$ cat src/rtl/key_conditioner.sv
// Per-key synchroniser, debouncer and hold-timer for active-low pushbuttons.
// Each channel produces a clean level plus single-cycle press/release/long/repeat pulses.
module key_conditioner #(
  parameter int NUM_KEYS        = 2,
  parameter int CNT_W           = 26,
  parameter int DEBOUNCE_CYCLES = 1000000,
  parameter int LONG_CYCLES     = 50000000,
  parameter int REPEAT_CYCLES   = 10000000
) (
  input  logic                  CLOCK_50,
  input  logic                  RESET_N,
  input  logic [NUM_KEYS-1:0]   KEY,
  output logic [NUM_KEYS-1:0]   key_level,
  output logic [NUM_KEYS-1:0]   key_press,
  output logic [NUM_KEYS-1:0]   key_release,
  output logic [NUM_KEYS-1:0]   key_long,
  output logic [NUM_KEYS-1:0]   key_repeat,
  output logic [3*NUM_KEYS-1:0] key_state
);

  typedef enum logic [2:0] {
    IDLE         = 3'd0,
    PRESS_WAIT   = 3'd1,
    HELD         = 3'd2,
    LONG_HELD    = 3'd3,
    RELEASE_WAIT = 3'd4
  } state_t;

  localparam logic [CNT_W-1:0] DEB_LAST  = CNT_W'(DEBOUNCE_CYCLES - 1);
  localparam logic [CNT_W-1:0] LONG_LAST = CNT_W'(LONG_CYCLES - 1);
  localparam logic [CNT_W-1:0] REP_LAST  = CNT_W'(REPEAT_CYCLES - 1);
  localparam logic [CNT_W-1:0] CNT_ONE   = CNT_W'(1);

  for (genvar k = 0; k < NUM_KEYS; k++) begin : g_key
    logic             s1;
    logic             s2;
    logic             long_flag;
    logic             level_q;
    logic             press_q;
    logic             release_q;
    logic             long_q;
    logic             repeat_q;
    logic [CNT_W-1:0] cnt;
    state_t           state;

    always_ff @(posedge CLOCK_50 or negedge RESET_N) begin
      if (!RESET_N) begin
        s1        <= 1'b1;
        s2        <= 1'b1;
        state     <= IDLE;
        cnt       <= '0;
        long_flag <= 1'b0;
        level_q   <= 1'b0;
        press_q   <= 1'b0;
        release_q <= 1'b0;
        long_q    <= 1'b0;
        repeat_q  <= 1'b0;
      end else begin
        s1        <= KEY[k];
        s2        <= s1;
        press_q   <= 1'b0;
        release_q <= 1'b0;
        long_q    <= 1'b0;
        repeat_q  <= 1'b0;
        case (state)
          IDLE: begin
            if (!s2) begin
              state <= PRESS_WAIT;
              cnt   <= '0;
            end
          end
          PRESS_WAIT: begin
            if (s2) begin
              state <= IDLE;
            end else if (cnt == DEB_LAST) begin
              state   <= HELD;
              cnt     <= '0;
              press_q <= 1'b1;
              level_q <= 1'b1;
            end else begin
              cnt <= cnt + CNT_ONE;
            end
          end
          HELD: begin
            if (s2) begin
              state <= RELEASE_WAIT;
              cnt   <= '0;
            end else if (cnt == LONG_LAST) begin
              state     <= LONG_HELD;
              cnt       <= '0;
              long_flag <= 1'b1;
              long_q    <= 1'b1;
            end else begin
              cnt <= cnt + CNT_ONE;
            end
          end
          LONG_HELD: begin
            if (s2) begin
              state <= RELEASE_WAIT;
              cnt   <= '0;
            end else if (cnt == REP_LAST) begin
              repeat_q <= 1'b1;
              cnt      <= '0;
            end else begin
              cnt <= cnt + CNT_ONE;
            end
          end
          RELEASE_WAIT: begin
            // A short high blip while held is treated as contact chatter;
            // the hold timer restarts but the key stays logically pressed.
            if (!s2) begin
              state <= long_flag ? LONG_HELD : HELD;
              cnt   <= '0;
            end else if (cnt == DEB_LAST) begin
              state     <= IDLE;
              level_q   <= 1'b0;
              release_q <= 1'b1;
              long_flag <= 1'b0;
            end else begin
              cnt <= cnt + CNT_ONE;
            end
          end
          default: begin
            state <= IDLE;
            cnt   <= '0;
          end
        endcase
      end
    end

    assign key_level[k]       = level_q;
    assign key_press[k]       = press_q;
    assign key_release[k]     = release_q;
    assign key_long[k]        = long_q;
    assign key_repeat[k]      = repeat_q;
    assign key_state[3*k +: 3] = state;
  end

endmodule

$ cat config.mk
export PLATFORM = sky130hd
export DESIGN_NAME = key_conditioner
export DESIGN_NICKNAME = d
export VERILOG_FILES = /design/src/rtl/key_conditioner.sv
export SDC_FILE = /design/constraint.sdc
export NUM_CORES = 1
export LEC_CHECK = 0
export BUFFER_PORTS_ARGS = -buffer_cell sky130_fd_sc_hd__buf_4
export CAP_MARGIN = 5
export CORE_ASPECT_RATIO = 1.75
export CORE_MARGIN = 2
export CORE_UTILIZATION = 45
export CTS_BUF_LIST = sky130_fd_sc_hd__clkbuf_8
export DETAILED_ROUTE_END_ITERATION = 16
export SYNTH_ARGS = -nofsm -noshare
export SYNTH_HDL_FRONTEND = slang
export SYNTH_SLANG_ARGS = --single-unit
$ cat constraint.sdc
create_clock -name CLOCK_50 -period 8 [get_ports CLOCK_50]
set_clock_uncertainty 0.1 [all_clocks]
set_input_delay 0.8 -clock CLOCK_50 [delete_from_list [all_inputs] [get_ports CLOCK_50]]
set_output_delay 0.8 -clock CLOCK_50 [all_outputs]
set_load 0.005 [all_outputs]
## After elaboration in Yosys (flattened, before gate mapping)

Cells that the tools add are included.

- Output and inout bits: 16
- Register bits after elaboration: 74
- Bits of input ports: 4
- Word-level logic and storage cells: 152

- Eq/ne operators: 38
- Add/subtract/negate cells: 2
- Reductions and logical operators: 14
- Mux-type cells: 78

Operator list:

| cell | count |
|---|---|
| two-way mux 26 bit | 18 |
| one-hot mux 26 bit (5 select lines) | 2 |
| adder 26 x 1 -> 26 bit, second input constant | 2 |
| equality test 26 x 20 -> 1 bit, second input constant | 2 |
| equality test 26 x 24 -> 1 bit, second input constant | 2 |
| equality test 26 bit, second input constant | 2 |
| two-way mux 3 bit | 16 |
| two-way mux 1 bit | 36 |
| != test 2 bit, second input constant | 16 |
| one-hot mux 3 bit (5 select lines) | 2 |
| AND reduction 5 bit | 6 |
| != test 3 bit, second input constant | 8 |
| equality test 3 x 2 -> 1 bit, second input constant | 4 |
| one-hot mux 1 bit (2 select lines) | 4 |
| nonzero test 2 bit | 4 |
| equality test 3 x 1 -> 1 bit, second input constant | 2 |
| equality test 3 bit, second input constant | 2 |
| zero test 3 bit | 2 |
| AND reduction 3 bit | 2 |

## Logic depth before layout (Yosys ltp)

- Depth in word-level cells: 4
- Mapped depth: 10
- Depth with buffers taken out: 8

## Worst setup path after synthesis

OpenSTA, ideal clock, no wires.

- Path kind: register to register
- Start: reg g_key[0].cnt[0]
- End: reg g_key[0].cnt[11]
- Stages on the path, launching flop included: 11
- Slack: 5.377 ns
- Path buffers: 3
- Data arrival time: 2.392 ns
- Clock period less this slack: 2.623 ns
- Library setup time: 0.130 ns
- Data required time: 7.770 ns
- Path through: dfrtp_1 -> ha_1 -> nand4_1 -> or2_2 -> or4_1 -> buf_2 -> a32o_1 -> buf_6 -> buf_6 -> a41oi_1 -> a31oi_1

- Longest elaborated chain between the ends: 4
- Elaborated cells between the ends (all ways): 15
- Those cells by class: add/sub: 1; eq/ne: 4; mux: 9; reduce/logical: 1

Ends and longest elaborated chain:

| what | line | text |
|---|---|---|
| from (decl) | 43 | `logic [CNT_W-1:0] cnt;` |
| from (signal assigned) | 81 | `cnt <= cnt + CNT_ONE;` |
| from (signal assigned) | 94 | `cnt <= cnt + CNT_ONE;` |
| from (signal assigned) | 105 | `cnt <= cnt + CNT_ONE;` |
| adder 26 x 1 -> 26 bit, or another cell as far along | - |  |
| two-way mux 26 bit, on equally long branches (2 in series) | - |  |
| one-hot mux 26 bit (5 select lines) | 65 | `case (state)` |

Parallel ways exist; a longest one is shown, timed or not. The select of a mux whose other input is x is not followed.
A chain may end at the register's enable or synchronous reset.

## Worst setup path after layout

- Start: reg g_key[0].cnt[10]
- End: reg g_key[0].cnt[4]

- Longest elaborated chain between the ends: 4
- Elaborated cells between the ends (all ways): 12
- Those cells by class: eq/ne: 4; mux: 7; reduce/logical: 1

Ends and longest elaborated chain:

| what | line | text |
|---|---|---|
| equality test 26 x 24 -> 1 bit, or another cell as far along | 101 | `end else if (cnt == REP_LAST) begin` |
| two-way mux 26 bit, on equally long branches | 101, 75, 88 |  |
| two-way mux 26 bit, on equally long branches | 98, 73, 85 |  |
| one-hot mux 26 bit (5 select lines) | 65 |  |

Parallel ways exist; a longest one is shown, timed or not. The select of a mux whose other input is x is not followed.

==> run_results.csv <==
group,metric,value,unit
logic_synthesis,synth-seq-cells,74,
place,io_buffers,19,
place,gp_congestion,0.938,
sta,worst_slew_pin_slew,1.25,ns
hold_path,hp-start,"g_key[1].s1",
clock_tree,post_cts_buffers,0,
setup_path,critPathLaunchType,"flop",
global_routing,antenna_found_initial,0,
sta,finalCriticalPeriod,3.22,ns
logic_synthesis,synth_top_area_frac,0.413,
die,initial_core_util,0.466,
die,pin_count,20,
sta,fin_tns_setup,0,ns
die,die_w,77.4,µm
logic_synthesis,synth-seq-area-share,0.438,
global_routing,grt_max_degree,75,
layout,area_delta_synth_final,6.52,%
clock_tree,clock_latency,0.37,ns
setup_path,cp-startpoint,"g_key[0].cnt[10]",
setup_path,cp.required,8.14,ns
logic_synthesis,syn_area,0.00424,mm²
clock_tree,clock_sinks,74,
sta,post-route-period-util,0.403,
route,routed_via_density,6.17,
logic_synthesis,synth_top_area_cell,"dfrtp_1",
clock_tree,cts-root-buf,"clkbuf_8",
logic_synthesis,synth_cells,478,
logic_synthesis,synth_fp_nets,484,
power,ir_drop,0.137,mV
sta,rsz0062_at_grt,"false",
setup_path,r2r-start,"g_key[0].cnt[10]",
sta,relSlewSlack,0.166,
setup_path,reg2reg_setup_slack,4.78,ns
die,row_count,46,
clock_tree,cts_hold_buf,0,
power,leakage,1.79,nW
route,drt-initial-drc-count,351,
route,postRouteAntennaNets,0,
setup_path,arrival,3.36,ns
layout,nNetsFinal,477,
setup_path,cp-end-kind,"flop",
clock_tree,clk_path_buf_depth,2,
logic_synthesis,synth.area.top_cells,"dfrtp_1, nand2_1, nor2_1",
global_routing,grt_pass1_wl,17300,µm
logic_synthesis,syn_avg_cell_area,8.87,µm²
logic_synthesis,yosysUniqueCellTypes,56,
logic_synthesis,synth_flop_cell,"dfrtp_1",
clock_tree,cts_resized,0,
sta,setup_viol,0,
global_routing,grtUsageTotal,0.212,
layout,utilization,0.497,
hold_path,min_path_type,"reg -> reg",
clock_tree,htreeDepth,3,
route,num_vias,3678,
place,dp_hpwl,7040,µm
layout,drive_above_1_share,0.103,
clock_tree,cts_tree,"built",
route,drc,0,
setup_path,crit_type,"reg -> reg",
die,core-area,0.00909,mm²
setup_path,cp_max_fo,35,
clock_tree,numCtsBuffers,9,
layout,final_cell_mix,"dfrtp_1, nand2_1, nor2_1, o21ai_0",
power,powerDensity,205,mW/mm²
route,routed_wl,10200,µm
clock_tree,clk_pin_slew,0.09,ns
logic_synthesis,synth_edf_count,0,
route,dr.pass1.iters,5,
global_routing,grt_overflow,0,
layout,mostFrequentLayoutCell,"dfrtp_1",
logic_synthesis,ys_warn_count,0,
sta,hold_violations,0,
sta,max_freq,310,MHz
layout,num_antenna_cells,0,
sta,slew_violations,0,
outcome,status,"finished, final reports clean",
job,drv_cap,0,
die,dieArea,0.0102,mm²
logic_synthesis,ys_async_sr_fraction,1.00,
global_routing,grt_pass1_vias,3490,
route,post_drt_wl_per_cell,17.1,µm
die,die_y,132,µm
-- state kept, by name, summed over array words and instances, names as in the netlist --
| signal | flops |
|---|---|
| g_key.long_flag | 2 |
| g_key.release_q | 2 |
| g_key.level_q | 2 |
| g_key.press_q | 2 |
| g_key.state | 6 |
| g_key.s1 | 2 |
| g_key.s2 | 2 |
| g_key.long_q | 2 |
| g_key.repeat_q | 2 |
| g_key.cnt | 52 |
-- critical path, stage by stage, from the launching register on --
cell,delay [ns]
dfrtp_1,0.46
nor4_2,0.45
nand4_1,0.20
or4_1,0.70
a32o_1,0.71
a41oi_1,0.41
a31oi_1,0.06
-- routing by layer --
layer,global-route usage,vias to the layer above,wire (µm)
met3,0.0342,34,318
met2,0.363,114,5450
met4,0.137,0,432
met1,0.242,1770,4010
li1,-,1760,-
met5,0,-,0
-- final timing paths --
check / to / cells past startpoint
setup / recovery: g_key[0].cnt[4] / 6
hold / removal: g_key[1].s2 / 0
setup reg to reg: g_key[0].cnt[4] / 6
hold reg to reg: g_key[1].s2 / 0
max in group asynchronous: g_key[1].cnt[15] / 1
min in group asynchronous: g_key[0].long_flag / 1
-- power breakdown --
group / switching, mW / leakage (nW) / internal [mW]
clock: 0.156 / 0.105 / 0.175
combinational: 0.102 / 0.678 / 0.0660
sequential: 0.0346 / 1.01 / 0.392
-- logic make-up (layout without fill, tap and decap cells) --
kind of cell,after synthesis,count (layout),synth area share
AND/OR/NAND/NOR,214,214,0.264
AO/OA/AOI/OAI,126,126,0.197
flip-flops,74,74,0.438
buffers and inverters,48,46,0.0649
XOR/XNOR,9,9,0.0186
multiplexers,5,5,0.0121
adder cells (fa/ha/maj),2,2,0.00590
-- Yosys cell counts, types with 6 or more instances --
cell	count
a21oi_1	21
a31oi_1	22
dfrtp_1	70
xor2_1	6
nand2_1	56
nor2b_1	7
nor4_1	12
and3_1	6
nand4_1	21
buf_4	13
o31ai_1	7
nand3_1	22
inv_1	11
a41oi_1	6
o21ai_0	29
a22o_1	11
nor3_1	11
a2bb2oi_1	6
clkbuf_1	14
nor2_1	40
-- cell type report --
type	count	area, µm²
Fill cell	885	4580
Multi-Input combinational cell	356	2110
Sequential cell	74	1860
Tap cell	120	150
Timing Repair Buffer	19	143
Clock buffer	9	124
Clock inverter	7	93.8
Inverter	11	41.3
-- metrics by stage --
| stage | instance area [µm²] | total power, mW | std cells | setup WS [ns] | hold slack, ns |
|---|---|---|---|---|---|
| after global routing | 4520 | 0.972 | 596 | 4.56 | 0.263 |
| after global placement | 4300 | 0.597 | 580 | 4.89 | 0.246 |
| final | 4520 | 0.925 | 596 | 4.78 | 0.258 |
| after floorplan | 4240 | 0.569 | 478 | 5.38 | 0.245 |
| after CTS | 4520 | 0.932 | 596 | 4.79 | 0.259 |
| after detailed placement | 4300 | 0.601 | 580 | 4.81 | 0.247 |
Power figures use the tool's default switching activity.
